### src/rtl/cpu_pkg.sv
// Shared encodings for the multi-cycle phase sequencer: states, one-hot phase
// bit positions and the latency-counter width with its load-value helper.
package cpu_pkg;

    localparam int LAT_W = 4;
    localparam int PH_W  = 5;

    typedef enum logic [2:0] {
        S_HALTED  = 3'd0,
        S_FETCH   = 3'd1,
        S_DECODE  = 3'd2,
        S_EXECUTE = 3'd3,
        S_MEMORY  = 3'd4,
        S_WB      = 3'd5
    } state_t;

    localparam int PH_FETCH   = 0;
    localparam int PH_DECODE  = 1;
    localparam int PH_EXECUTE = 2;
    localparam int PH_MEMORY  = 3;
    localparam int PH_WB      = 4;

    // A latency of N cycles loads N-1; 0 behaves as 1 and values past 15 saturate.
    function automatic logic [LAT_W-1:0] lat_load(input int lat);
        if (lat <= 1)
            return '0;
        else if (lat > 15)
            return LAT_W'(14);
        else
            return LAT_W'(lat - 1);
    endfunction

endpackage

### src/rtl/lat_counter.sv
// Loadable down-counter shared by FETCH and MEMORY to stretch a phase; done
// is high while the count is zero, i.e. in the last cycle of the phase.
module lat_counter
    import cpu_pkg::*;
(
    input  logic             clk,
    input  logic             rst,
    input  logic             load,
    input  logic [LAT_W-1:0] load_val,
    output logic [LAT_W-1:0] count,
    output logic             done
);

    always_ff @(posedge clk or posedge rst) begin
        if (rst)
            count <= '0;
        else if (load)
            count <= load_val;
        else if (count != '0)
            count <= count - 1'b1;
    end

    assign done = (count == '0);

endmodule

### src/rtl/cpu_sequencer.sv
// Single-clock phase sequencer for the multi-cycle MIPS datapath: produces the
// per-phase enables, run/halt/single-step control and a retired-instruction count.
module cpu_sequencer
    import cpu_pkg::*;
#(
    parameter int IMEM_LAT  = 1,
    parameter int DMEM_LAT  = 1,
    parameter int CNT_WIDTH = 32
) (
    input  logic                 clk,
    input  logic                 rst,
    input  logic                 run,
    input  logic                 step,
    input  logic                 mem_access,
    input  logic                 mem_write,
    input  logic                 reg_write,
    output logic                 ir_en,
    output logic                 pc_en,
    output logic                 dmem_wren,
    output logic                 rf_wren,
    output logic [PH_W-1:0]      phase,
    output logic                 halted,
    output logic [CNT_WIDTH-1:0] retired
);

    localparam logic [LAT_W-1:0] IMEM_LOAD = lat_load(IMEM_LAT);
    localparam logic [LAT_W-1:0] DMEM_LOAD = lat_load(DMEM_LAT);

    state_t           state, state_nxt;
    logic             step_q, step_nxt;
    logic             mem_access_q, mem_write_q, reg_write_q;
    logic             cnt_load;
    logic [LAT_W-1:0] cnt_load_val;
    logic [LAT_W-1:0] cnt;
    logic             cnt_done;

    lat_counter u_lat_counter (
        .clk      (clk),
        .rst      (rst),
        .load     (cnt_load),
        .load_val (cnt_load_val),
        .count    (cnt),
        .done     (cnt_done)
    );

    always_ff @(posedge clk or posedge rst) begin
        if (rst) begin
            state  <= S_HALTED;
            step_q <= 1'b0;
        end else begin
            state  <= state_nxt;
            step_q <= step_nxt;
        end
    end

    // Controller bits are only trusted while the fetched instruction is in DECODE.
    always_ff @(posedge clk or posedge rst) begin
        if (rst) begin
            mem_access_q <= 1'b0;
            mem_write_q  <= 1'b0;
            reg_write_q  <= 1'b0;
        end else if (state == S_DECODE) begin
            mem_access_q <= mem_access;
            mem_write_q  <= mem_write;
            reg_write_q  <= reg_write;
        end
    end

    always_ff @(posedge clk or posedge rst) begin
        if (rst)
            retired <= '0;
        else if (state == S_WB)
            retired <= retired + 1'b1;
    end

    // The counter is loaded on the transition into FETCH or MEMORY.
    always_comb begin
        state_nxt    = state;
        step_nxt     = step_q;
        cnt_load     = 1'b0;
        cnt_load_val = IMEM_LOAD;
        case (state)
            S_HALTED: begin
                if (run) begin
                    state_nxt = S_FETCH;
                    step_nxt  = 1'b0;
                    cnt_load  = 1'b1;
                end else if (step) begin
                    state_nxt = S_FETCH;
                    step_nxt  = 1'b1;
                    cnt_load  = 1'b1;
                end
            end
            S_FETCH: begin
                if (cnt_done)
                    state_nxt = S_DECODE;
            end
            S_DECODE: begin
                state_nxt = S_EXECUTE;
            end
            S_EXECUTE: begin
                if (mem_access_q) begin
                    state_nxt    = S_MEMORY;
                    cnt_load     = 1'b1;
                    cnt_load_val = DMEM_LOAD;
                end else begin
                    state_nxt = S_WB;
                end
            end
            S_MEMORY: begin
                if (cnt_done)
                    state_nxt = S_WB;
            end
            S_WB: begin
                step_nxt = 1'b0;
                if (!run || step_q) begin
                    state_nxt = S_HALTED;
                end else begin
                    state_nxt = S_FETCH;
                    cnt_load  = 1'b1;
                end
            end
            default: begin
                state_nxt = S_HALTED;
                step_nxt  = 1'b0;
            end
        endcase
    end

    // Counter still holds its load value only in the first MEMORY cycle.
    always_comb begin
        phase     = '0;
        ir_en     = (state == S_FETCH) && cnt_done;
        pc_en     = (state == S_WB);
        rf_wren   = (state == S_WB) && reg_write_q;
        dmem_wren = (state == S_MEMORY) && mem_write_q && (cnt == DMEM_LOAD);
        halted    = (state == S_HALTED);
        case (state)
            S_FETCH:   phase[PH_FETCH]   = 1'b1;
            S_DECODE:  phase[PH_DECODE]  = 1'b1;
            S_EXECUTE: phase[PH_EXECUTE] = 1'b1;
            S_MEMORY:  phase[PH_MEMORY]  = 1'b1;
            S_WB:      phase[PH_WB]      = 1'b1;
            default:   phase             = '0;
        endcase
    end

endmodule

### config.mk
export PLATFORM = sky130hd
export DESIGN_NAME = cpu_sequencer
export DESIGN_NICKNAME = d
export VERILOG_FILES = /design/src/rtl/cpu_pkg.sv /design/src/rtl/lat_counter.sv /design/src/rtl/cpu_sequencer.sv
export SDC_FILE = /design/constraint.sdc
export NUM_CORES = 1
export LEC_CHECK = 0
export ABC_CLOCK_PERIOD_IN_PS = 1650
export CAP_MARGIN = 20
export CORE_MARGIN = 3
export CORE_UTILIZATION = 29
export CTS_CLUSTER_DIAMETER = 40
export CTS_CLUSTER_SIZE = 14
export DETAILED_ROUTE_END_ITERATION = 8
export HOLD_SLACK_MARGIN = 0.08
export SLEW_MARGIN = 30
export SYNTH_ARGS = -nofsm -noshare
export SYNTH_HDL_FRONTEND = slang
export SYNTH_SLANG_ARGS = --single-unit
### constraint.sdc
create_clock -name clk -period 1.65 [get_ports clk]
set_input_delay 0.33 -clock clk [delete_from_list [all_inputs] [get_ports clk]]
set_output_delay 0.33 -clock clk [all_outputs]
set_load 0.005 [all_outputs]
==> run metrics, run 1 <==
status complete, but fails checks; failing checks negative setup slack; Final Hold Fails 0; hpwl dp between 3000 and 4000 µm; placed insts 368; Sw Ratio ~31%; post-detailed-route count of antenna-violating nets 0; DR WL/cell between 10 and 15 µm; Die X approximately 90 µm; diode count 0; number of port buffers 48; actual slew at the worst max-slew pin between 0.3 and 0.4 ns; Power Density between 1000 and 1500 nW/µm²; Root Buffer clkbuf_8; clock latency on the worst-skew pair approximately 0.30 ns; Initial Util 30.67%; number of synthesized register bits between 40 and 50; R2R cell count 7; Rel. slew slack just under 80%; total gr overflow 0; syn nets roughly 210; startpoint types register; CP required 1.32 ns; IO Pins 49; Core Area 6944 µm²; worst-path fanout max 2; number of global-route vias before repair ~1900; Global Route Usage Sum a little over an eighth; H-tree Lvls 2; Post-Syn Area 2130 µm²; CP startpoint u_lat_counter.count[1]; setup slack, reg-to-reg roughly 0.02 ns; Final WS setup -0.1869 ns; cells after synthesis 199; filler instances around 640; critical path class register to output pin; fin area around 3400 µm²; Starting DRT DRC Count between 70 and 80; RSZ-0062 raised after global routing true; Slew Limit Fails 0; Worst VDD drop 734.0 µV; wirelength, routed between 5000 and 6000 µm; clock transition at the registers of the reported paths ~0.08 ns; drt drc 0; Non-Filler Instances 399; Tcrit/Tclk final 111.3%; Tot Pwr 3.632 mW; Nets roughly 310; Peak Freq between 500 and 600 MHz; via count approximately 1900; Area after DPL slightly below 3000 µm²; die extent in y 91.69 µm; R2R Path Start state[1]; CP Capture Type output pin; CTS sink count 43; reg-to-reg endpoint retired[30]; DRT Pass-1 Iters 4; CP arrival about 1.5 ns; Internal 2.496 mW; synth unique cells 40; end point of the critical path ir_en; share of cells above drive strength 1 about two fifths; synthesized area per cell ~11 µm²; Comb power frac ~45%; setup tns final -0.3954 ns; Num CTS Buffers 5; Cell Rows 30; largest net degree at the start of global routing between 40 and 50; sw power 1.136 mW; CTS Buffer Depth 2; CTS tree yes; Hold Crit Class input port to asynchronous set/reset pin; gp weighted congestion ~0.80; DP Worst Slack -0.3324 ns; vias per cell 4.702; clock skew ~0.0064 ns; part of the power in the clock network a little under a fifth; area grow syn2layout 61.22%; post-synthesis sequential area ratio 50.53%; Pleak ~1.5 nW; # setup viols final 4; min cycle time layout ~1.8 ns; die area 8407 µm²; first-pass GRT wire length approximately 9000 µm; total of max-cap violations 0; sequential share of power about 36%; initial antenna violation count 0; Syn. warnings 0
## synthesized netlist by cell type, drive strengths merged
cell	instances	area, µm²
nand4	15	100.1
o311ai	1	8.760
clkbuf	3	11.26
o22ai	1	6.260
and2	6	37.54
nand2b	3	18.77
or3b	2	17.52
o41ai	1	8.760
a21oi	3	15.01
o21ai	3	15.01
or2	1	6.260
buf	4	25.02
nor2b	2	12.51
and3b	1	8.760
and3	5	31.28
nand2	13	48.80
dfrtp	43	1076
clkinv	1	3.750
nor3b	1	7.510
xor2	5	43.79
nor2	12	45.04
a221oi	1	8.760
nand3	11	55.05
nor4	4	55.05
or3	1	6.260
nor3	8	40.04
xnor2	27	236.5
mux2	4	45.04
ha	2	25.02
o31a	1	8.760
nand4b	1	8.760
nand3b	2	27.53
a211oi	1	7.510
and4	4	35.03
inv	6	22.52
## worst min path at each step
stage,slack (ns),cells past startpoint,from,to
floorplan,0.47,1,retired[31],retired[31]
global placement,0.47,1,retired[31],retired[31]
detailed placement,0.47,1,retired[31],retired[31]
CTS,0.39,3,rst,u_lat_counter.count[1]
global route,0.41,3,rst,retired[21]
finish,0.37,3,rst,retired[21]
## cell type report
type	count	area (µm²)	share of cell area [%]
inverter	7	31.28	0.9111
tap	96	120.1	3.499
clock inverter	1	5.005	0.1458
timing repair buffer	104	968.4	28.21
clock buffer	6	82.58	2.405
sequential	43	1089	31.71
multi-input combinational	142	1137	33.13
## worst max-delay path, stage by stage (launching register included)
cell and delay [ns]:
dfrtp_1 0.39, inv_2 0.07, ha_4 0.13, or3b_4 0.38, nor3_2 0.10, buf_2 0.13
## layout by cell type, fill, tap and decap left out, types with 2 or more instances in the layout
| master | n |
|---|---|
| and2_1 | 4 |
| nand2_1 | 13 |
| dfrtp_2 | 10 |
| nor3_1 | 5 |
| o21ai_0 | 3 |
| buf_6 | 22 |
| nor2_4 | 3 |
| and4_1 | 3 |
| nor2b_1 | 2 |
| buf_2 | 3 |
| clkbuf_8 | 6 |
| xor2_1 | 5 |
| inv_1 | 3 |
| nor2_1 | 8 |
| nor3_2 | 3 |
| a21oi_1 | 2 |
| clkdlybuf4s50_1 | 35 |
| dfrtp_1 | 33 |
| and3_1 | 5 |
| inv_2 | 2 |
| and2_4 | 2 |
| nand3_2 | 4 |
| xnor2_1 | 27 |
| nand3_1 | 7 |
| nor4_4 | 2 |
| buf_4 | 39 |
| mux2_2 | 4 |
| dlymetal6s2s_1 | 3 |
| nand2b_4 | 2 |
| nand4_1 | 14 |
## sequential cells by signal, summed over array words and instances (netlist names)
signal and flops:
step_q 1, reg_write_q 1, mem_write_q 1, mem_access_q 1, retired 32, u_lat_counter.count 4, state 3
## layer usage
layer | wire length (µm) | track usage [%] | share of wire (%) | vias up
li1 | - | - | - | 902
met1 | 2397 | 15.88 | 44 | 918
met2 | 2782 | 23.68 | 51 | 50
met3 | 265 | 3.445 | 4.8 | 6
met4 | 53 | 3.837 | 0.96 | 0
met5 | 0 | 0 | 0 | -
## stage by stage
stage | utilization (%) | hold slack, ns
after floorplan | - | 0.4682
after global routing | 49.44 | 0.4062
after global placement | 42.43 | 0.4672
after CTS | 47.28 | 0.3881
final | 49.44 | 0.3699
after detailed placement | 42.43 | 0.4731
## repair_timing
action | CTS | global route
setup endpoints to repair | 27 | 40
cloned | 1 | 0
pin swaps | 10 | 9
resized for setup | 79 | 35
hold buffers | 0 | 0
buffers inserted | 18 | 8
## power groups by stage
stage	clock network [mW]	registers, mW	logic, mW
6_report	0.691	1.32	1.62
3_5_place_dp	0	1.35	1.10
4_1_cts	0.713	1.31	1.49
2_1_floorplan	0	1.32	0.504
5_1_grt	0.754	1.33	1.76
3_3_place_gp	0	1.34	1.10
## logic make-up (layout without fill, tap and decap cells)
group | count (synthesis) | after routing | synth area share, %
AND/OR/NAND/NOR | 92 | 92 | 26.38
flip-flops | 43 | 43 | 50.53
XOR/XNOR | 32 | 32 | 13.16
buffers and inverters | 14 | 118 | 2.937
AO/OA/AOI/OAI | 12 | 12 | 3.702
multiplexers | 4 | 4 | 2.115
adder cells (fa/ha/maj) | 2 | 2 | 1.175
Note: power is estimated with default switching activity, not from simulation.
==> run 2: changes to the inputs <==
Settings changed: CAP_MARGIN 20 to not set.
==> results of run 2 <==
No change in the layout: final DEF, timing and power equal those of run 1.
